===== src/rtl/ddr3_init_ctrl.sv =====
// DDR3 initialisation sequencer: power-up delay, init_start pulse, done/timeout
// supervision with bounded retries, and re-initialisation on request.
module ddr3_init_ctrl #(
    parameter int unsigned DLY_CYCLES     = 60,
    parameter int unsigned TIMEOUT_CYCLES = 1000,
    parameter int unsigned MAX_RETRY      = 3,
    parameter int unsigned CNT_W          = 16,
    parameter int unsigned RETRY_W        = 4
) (
    input  logic               clk_i,
    input  logic               rst_i,
    input  logic               init_done_i,
    input  logic               reinit_req_i,
    output logic               init_start_o,
    output logic               init_ok_o,
    output logic               init_fail_o,
    output logic               busy_o,
    output logic [RETRY_W-1:0] retry_cnt_o
);

    localparam logic [CNT_W-1:0]   DlyLast  = CNT_W'(DLY_CYCLES - 1);
    localparam logic [CNT_W-1:0]   ToLast   = CNT_W'(TIMEOUT_CYCLES - 1);
    localparam logic [RETRY_W-1:0] MaxRetry = RETRY_W'(MAX_RETRY);

    typedef enum logic [2:0] {
        StIdle,
        StPwrDly,
        StStart,
        StWaitDone,
        StDone,
        StFail
    } state_e;

    state_e             state_q, state_d;
    logic [CNT_W-1:0]   cnt_q, cnt_d;
    logic [RETRY_W-1:0] retry_q, retry_d;
    logic               init_start_q, init_ok_q, init_fail_q, busy_q;

    always_comb begin
        state_d = state_q;
        cnt_d   = cnt_q;
        retry_d = retry_q;
        case (state_q)
            StIdle: begin
                state_d = StPwrDly;
                cnt_d   = '0;
            end
            StPwrDly: begin
                if (cnt_q == DlyLast) begin
                    state_d = StStart;
                    cnt_d   = '0;
                end else begin
                    cnt_d = cnt_q + 1'b1;
                end
            end
            StStart: begin
                state_d = StWaitDone;
                cnt_d   = '0;
            end
            StWaitDone: begin
                // init_done in the expiry clock takes priority over the timeout
                if (init_done_i) begin
                    state_d = StDone;
                    cnt_d   = '0;
                end else if (cnt_q == ToLast) begin
                    cnt_d = '0;
                    if (retry_q < MaxRetry) begin
                        retry_d = retry_q + 1'b1;
                        state_d = StPwrDly;
                    end else begin
                        state_d = StFail;
                    end
                end else begin
                    cnt_d = cnt_q + 1'b1;
                end
            end
            StDone, StFail: begin
                if (reinit_req_i) begin
                    state_d = StPwrDly;
                    cnt_d   = '0;
                    retry_d = '0;
                end
            end
            default: begin
                state_d = StIdle;
                cnt_d   = '0;
                retry_d = '0;
            end
        endcase
    end

    always_ff @(posedge clk_i) begin
        if (rst_i) begin
            state_q <= StIdle;
            cnt_q   <= '0;
            retry_q <= '0;
        end else begin
            state_q <= state_d;
            cnt_q   <= cnt_d;
            retry_q <= retry_d;
        end
    end

    // Status flags are registered copies of the current state, so no input reaches an output.
    always_ff @(posedge clk_i) begin
        if (rst_i) begin
            init_start_q <= 1'b0;
            init_ok_q    <= 1'b0;
            init_fail_q  <= 1'b0;
            busy_q       <= 1'b1;
        end else begin
            init_start_q <= (state_q == StStart);
            init_ok_q    <= (state_q == StDone);
            init_fail_q  <= (state_q == StFail);
            busy_q       <= (state_q != StDone) && (state_q != StFail);
        end
    end

    assign init_start_o = init_start_q;
    assign init_ok_o    = init_ok_q;
    assign init_fail_o  = init_fail_q;
    assign busy_o       = busy_q;
    assign retry_cnt_o  = retry_q;

endmodule


===== config.mk =====
export PLATFORM = sky130hd
export DESIGN_NAME = ddr3_init_ctrl
export DESIGN_NICKNAME = d
export VERILOG_FILES = /design/src/rtl/ddr3_init_ctrl.sv
export SDC_FILE = /design/constraint.sdc
export NUM_CORES = 1
export LEC_CHECK = 0
export BUFFER_PORTS_ARGS = -buffer_cell sky130_fd_sc_hd__buf_2
export CAP_MARGIN = 25
export CORE_MARGIN = 8
export CORE_UTILIZATION = 52
export CTS_CLUSTER_DIAMETER = 50
export DETAILED_ROUTE_END_ITERATION = 12
export GPL_TIMING_DRIVEN = 0
export HOLD_SLACK_MARGIN = 0.1
export MAX_ROUTING_LAYER = met4
export PLACE_DENSITY = 0.71
export SLEW_MARGIN = 20
export SYNTH_ARGS = -nofsm -noshare
export SYNTH_HDL_FRONTEND = slang
export SYNTH_SLANG_ARGS = --single-unit

===== constraint.sdc =====
create_clock -name clk_i -period 3.1 [get_ports clk_i]
set_clock_uncertainty 0.15 [all_clocks]
set_input_delay 0.465 -clock clk_i [delete_from_list [all_inputs] [get_ports clk_i]]
set_output_delay 0.465 -clock clk_i [all_outputs]
set_load 0.02 [all_outputs]

Yosys cells after proc, flatten, opt, wreduce, memory -nomap -nowiden
Cells that the tools add are included.
- register bits: 27
- input bits: 4
- output and inout bits: 8
- word-level logic and storage cells: 48
- $add $sub $neg: 2
- $lt $le $gt $ge: 1
- eq/ne operators: 15
- mux-type cells: 16
- bitwise logic cells: 1
- reductions and logical operators: 6
- operators with widths (operator ; count):
    $mux 16 ; 4
    $pmux 16 s3 ; 1
    $add 16x1->16 const B ; 1
    $eq 16x10->1 const B ; 1
    $eq 16x6->1 const B ; 1
    $mux 4 ; 4
    $mux 3 ; 5
    $pmux 3 s5 ; 1
    $pmux 4 s3 ; 1
    $ne 2x2->1 const B ; 5
    $ne 3x3->1 const B ; 3
    $eq 3x2->1 const B ; 2
    $eq 3x3->1 const B ; 2
    $reduce_and 5->1 ; 1
    $add 4x1->4 const B ; 1
    $lt 4x2->1 const B ; 1
    $eq 3x1->1 const B ; 1
    $logic_not 3->1 ; 1
    $reduce_and 3->1 ; 1
    $reduce_or 3->1 ; 1
    $reduce_or 2->1 ; 1
    $logic_and 1x1->1 ; 1
    $not 1->1 ; 1

Logic depth before layout (Yosys ltp)
- depth in word-level cells: 5
- mapped depth: 7

Least setup slack after synthesis
No wires, ideal clock.
- path type: reg-to-reg
- from: register cnt_q[0]
- to: register cnt_q[14]
- data arrival time: 1924 ps
- required time: 2833 ps
- slack: 909 ps
- stages on the path, launching flop included: 7
- buffers on the path: 1
- clock period less this slack: 2191 ps
- cell sequence: dfxtp_1 ha_1 or3b_2 nor4_4 o32ai_4 buf_6 a22o_1
- cells in the longest elaborated chain, start to end: 4
- elaborated cells between the ends (all ways): 7
- those cells by class: 1 x add/sub; 2 x eq/ne; 4 x mux
- ends and longest elaborated chain (item ; line ; source):
    from (decl) ; 35 ; logic [CNT_W-1:0] cnt_q, cnt_d;
    from (signal assigned) ; 99 ; cnt_q <= cnt_d;
    $add 16x1->16 or $eq 16x10->1 (tied branches) ; 53, 74, 65 ;
    $mux 16 ; 65 ; end else if (cnt_q == ToLast) begin
    $mux 16 ; 62 ; if (init_done_i) begin
    $pmux 16 s3 * ; 43 ; case (state_q)
Every way passes the cells marked *; elsewhere a longest branch is shown, timed or not.
A chain may end at the register's enable or synchronous reset.

Final worst setup path
- from: register cnt_q[0]
- to: register cnt_q[2]
The elaborated chain is that of the path after synthesis.

==> run summary <==
Power and ir drop
* 425 mW/mm^2 — power per cell area
* 0.539 nW — static leakage
* 0.000635 W — post-layout total power
* 0.305 mV — worst-case vdd ir drop

Global route
* 0.146 — overall global routing resource usage
* 17 — largest net degree at the start of global routing
* 0 — initial antenna violation count
* 1158 — vias in the first global route
* 5.12 mm — global-route wire length before repair
* 0 — overall overflow remaining after global route

Setup path
* flip-flop — startpoint kind of the worst setup timing path
* 0.64 ns — register-to-register setup slack
* flip-flop to flip-flop — Setup Crit Path Kind
* cnt_q[0] — beginning of the worst register-to-register path
* cnt_q[2] — RR Endpoint
* 10 — highest net fanout along the worst path
* 3.18 ns — required time reported for the critical path endpoint
* 2.54 ns — arrival time reported for the critical path endpoint
* flip-flop — critical path capture point type
* 7 — number of cells on the worst reg-to-reg path

Logic synthesis
* 8.54 sq um — synthesized area per cell
* dfxtp_1, a31oi_1, nand2_1, nor3_1, a21oi_1 — cell types occupying the most area after synthesis
* 0.393 — Yosys top cell area share
* dfxtp_1 — cell type with the largest total area after synthesis
* 161 — cells after synthesis
* 0.393 — Seq/Total Area, Yosys
* 47 — Unique masters post-synth
* 167 — Synthesized Nets
* 0.00138 sq mm — netlist area before placement
* dfxtp_1 — most used flip-flop cell after synthesis
* 0 — number of warnings reported in the yosys synthesis log
* 0 — proportion of synthesized flip-flops having asynchronous set or reset
* 27 — Yosys reg bits
* 0 — Post-synth EDFFs

Die
* 0.00455 sq mm — die footprint
* 18 — standard-cell rows
* 0.00250 sq mm — total core area
* 67.4 microns — Die Width
* 67.4 microns — Die Ht
* 12 — I/O pin total
* 0.550 — initial core utilization

Clocking
* 27 — number of sinks on the clock net
* 0 — number of setup buffers added after CTS
* 2 — buffer depth of the longest clock path
* 0.16 ns — clock transition at the registers of the reported paths
* 3 — number of buffers created by CTS
* clkbuf_4 — CTS Root Cell
* 1 — Clock H-tree levels
* 0.34 ns — Skew-Pair Late Insertion Delay
* 0 — post-cts repair resize count
* done — clock tree from TritonCTS
* 0 — # hold bufs at CTS

Final layout
* dfxtp_1, nand2_1, buf_2 — most frequent cells in the layout
* 0 — Antenna diodes
* 228 — number of filler cells placed in the layout
* 8.55% — area added between synthesis and finish
* 182 — final layout net count
* 774 sq um — area of the multi-input gates
* dfxtp_1 — leading cell type in the layout, fill and taps excluded
* 541 sq um — area taken by flip-flops and latches
* 0.137 — share of layout cells above drive strength 1

Timing
* 0 — count of pins over their slew limit
* false — setup repair after global routing missed its margin
* 0 ns — total negative slack
* 0 — count of endpoints failing hold in the final timing report
* 0.609 ns — Least-Margin Pin Slew
* 0.406 GHz — FMAX
* 0.794 — share of the clock period used by the worst path
* 0 — total setup violations reported at the end of the flow
* 0.305 ns — final hold slack
* 0.590 — Slew Limit Headroom
* 2.46 ns — post-layout minimum cycle time

Detailed routing
* 1219 — via count
* 0 — antenna-violating nets left
* 14.3 microns — WL per Instance
* 2.93 mm — total length of routed wires
* 5.95 — Vias per Instance
* 4 — number of detailed-route iterations in the first pass
* 104 — starting DRC count in detailed routing
* 0 — final routed DRC violation total

Min path
* 3 — worst hold stages
* cnt_q[0] — worst hold path endpoint
* input port to flip-flop — path category of the worst min-delay check
* reinit_req_i — Hold Path Origin

Placement
* 0.876 — gpl congestion
* 10 — total of buffers placed on input and output ports
* 2.15 mm — HPWL after detailed placement

Status
* finished, final reports clean — run status

Run
* 0 — reported max-cap violation count

==> where the power goes <==
group | internal [W] | leakage, nW | switching, W
sequential | 0.000358 | 0.218 | 0.00000627
clock | 0.0000495 | 0.0139 | 0.000113
combinational | 0.0000451 | 0.307 | 0.0000623
==> worst max path at each step <==
stage / to / cells after the start / from / slack, ns
6_report: cnt_q[2] / 7 / cnt_q[0] / 0.64
5_1_grt: cnt_q[11] / 7 / cnt_q[0] / 0.49
2_1_floorplan: cnt_q[14] / 6 / cnt_q[0] / 0.91
3_3_place_gp: cnt_q[14] / 6 / cnt_q[0] / 0.73
4_1_cts: cnt_q[2] / 7 / cnt_q[0] / 0.64
3_5_place_dp: cnt_q[2] / 7 / cnt_q[0] / 0.69
==> layer usage <==
metal / up-vias / track usage / wire (microns)
met4: 0 / 0.0783 / 44
met1: 569 / 0.189 / 1440
met5: - / - / 0
met2: 30 / 0.214 / 1320
li1: 616 / - / -
met3: 4 / 0.0215 / 124
==> registers in the layout (all words and copies together) (netlist names) <==
| name | flops |
|---|---|
| cnt_q | 16 |
| state_q | 3 |
| init_fail_o | 1 |
| init_ok_o | 1 |
| busy_o | 1 |
| retry_cnt_o | 4 |
| init_start_o | 1 |
==> critical path: stages (launching register included) <==
cell and delay (ns):
dfxtp_1 0.45, ha_1 0.31, or3b_2 0.50, nor4_4 0.40, o32ai_4 0.17, buf_6 0.17
a21oi_1 0.15, a31oi_1 0.05
==> cells by family after synthesis <==
| group | Yosys count | share of synthesized area |
|---|---|---|
| simple gates | 79 | 0.333 |
| compound gates | 36 | 0.186 |
| flops | 27 | 0.393 |
| buf+inv | 13 | 0.0437 |
| xor+xnor | 3 | 0.0191 |
| fa+ha+maj | 2 | 0.0182 |
| mux | 1 | 0.00728 |
==> cell usage after synthesis (2+ instances only) <==
master	instances
a31oi_1	9
ha_1	2
nor2b_1	4
nand2b_1	5
a211oi_1	2
and2_1	2
nor4_1	3
nor3_1	10
or2b_1	4
nand3_1	6
or4_1	2
buf_2	2
a41oi_1	2
nand4_1	4
inv_1	4
nor2_1	11
o21ai_0	4
clkbuf_1	4
dfxtp_1	27
nand2_1	15
xor2_1	2
nor3b_1	2
nand3b_1	2
o21a_1	2
a21oi_1	9
==> final cells by class <==
type / count / share of cell area
buffer: 9 / 0.0302
clock buffer: 3 / 0.0151
clock inverter: 1 / 0.00503
inverter: 4 / 0.0101
multi-input combinational: 121 / 0.519
sequential: 27 / 0.362
tap: 30 / 0.0251
timing repair buffer: 10 / 0.0335
==> stage by stage <==
step                      utilization  cell area, sq um  std cells  worst slack, ns
after floorplan                     -              1380        161            0.909
after global placement          0.585              1460        201            0.731
after detailed placement        0.585              1460        201            0.691
after CTS                       0.597              1490        205            0.641
after global routing            0.597              1490        205            0.487
final                           0.597              1490        205            0.639
Note: power is estimated with default switching activity, not from simulation.
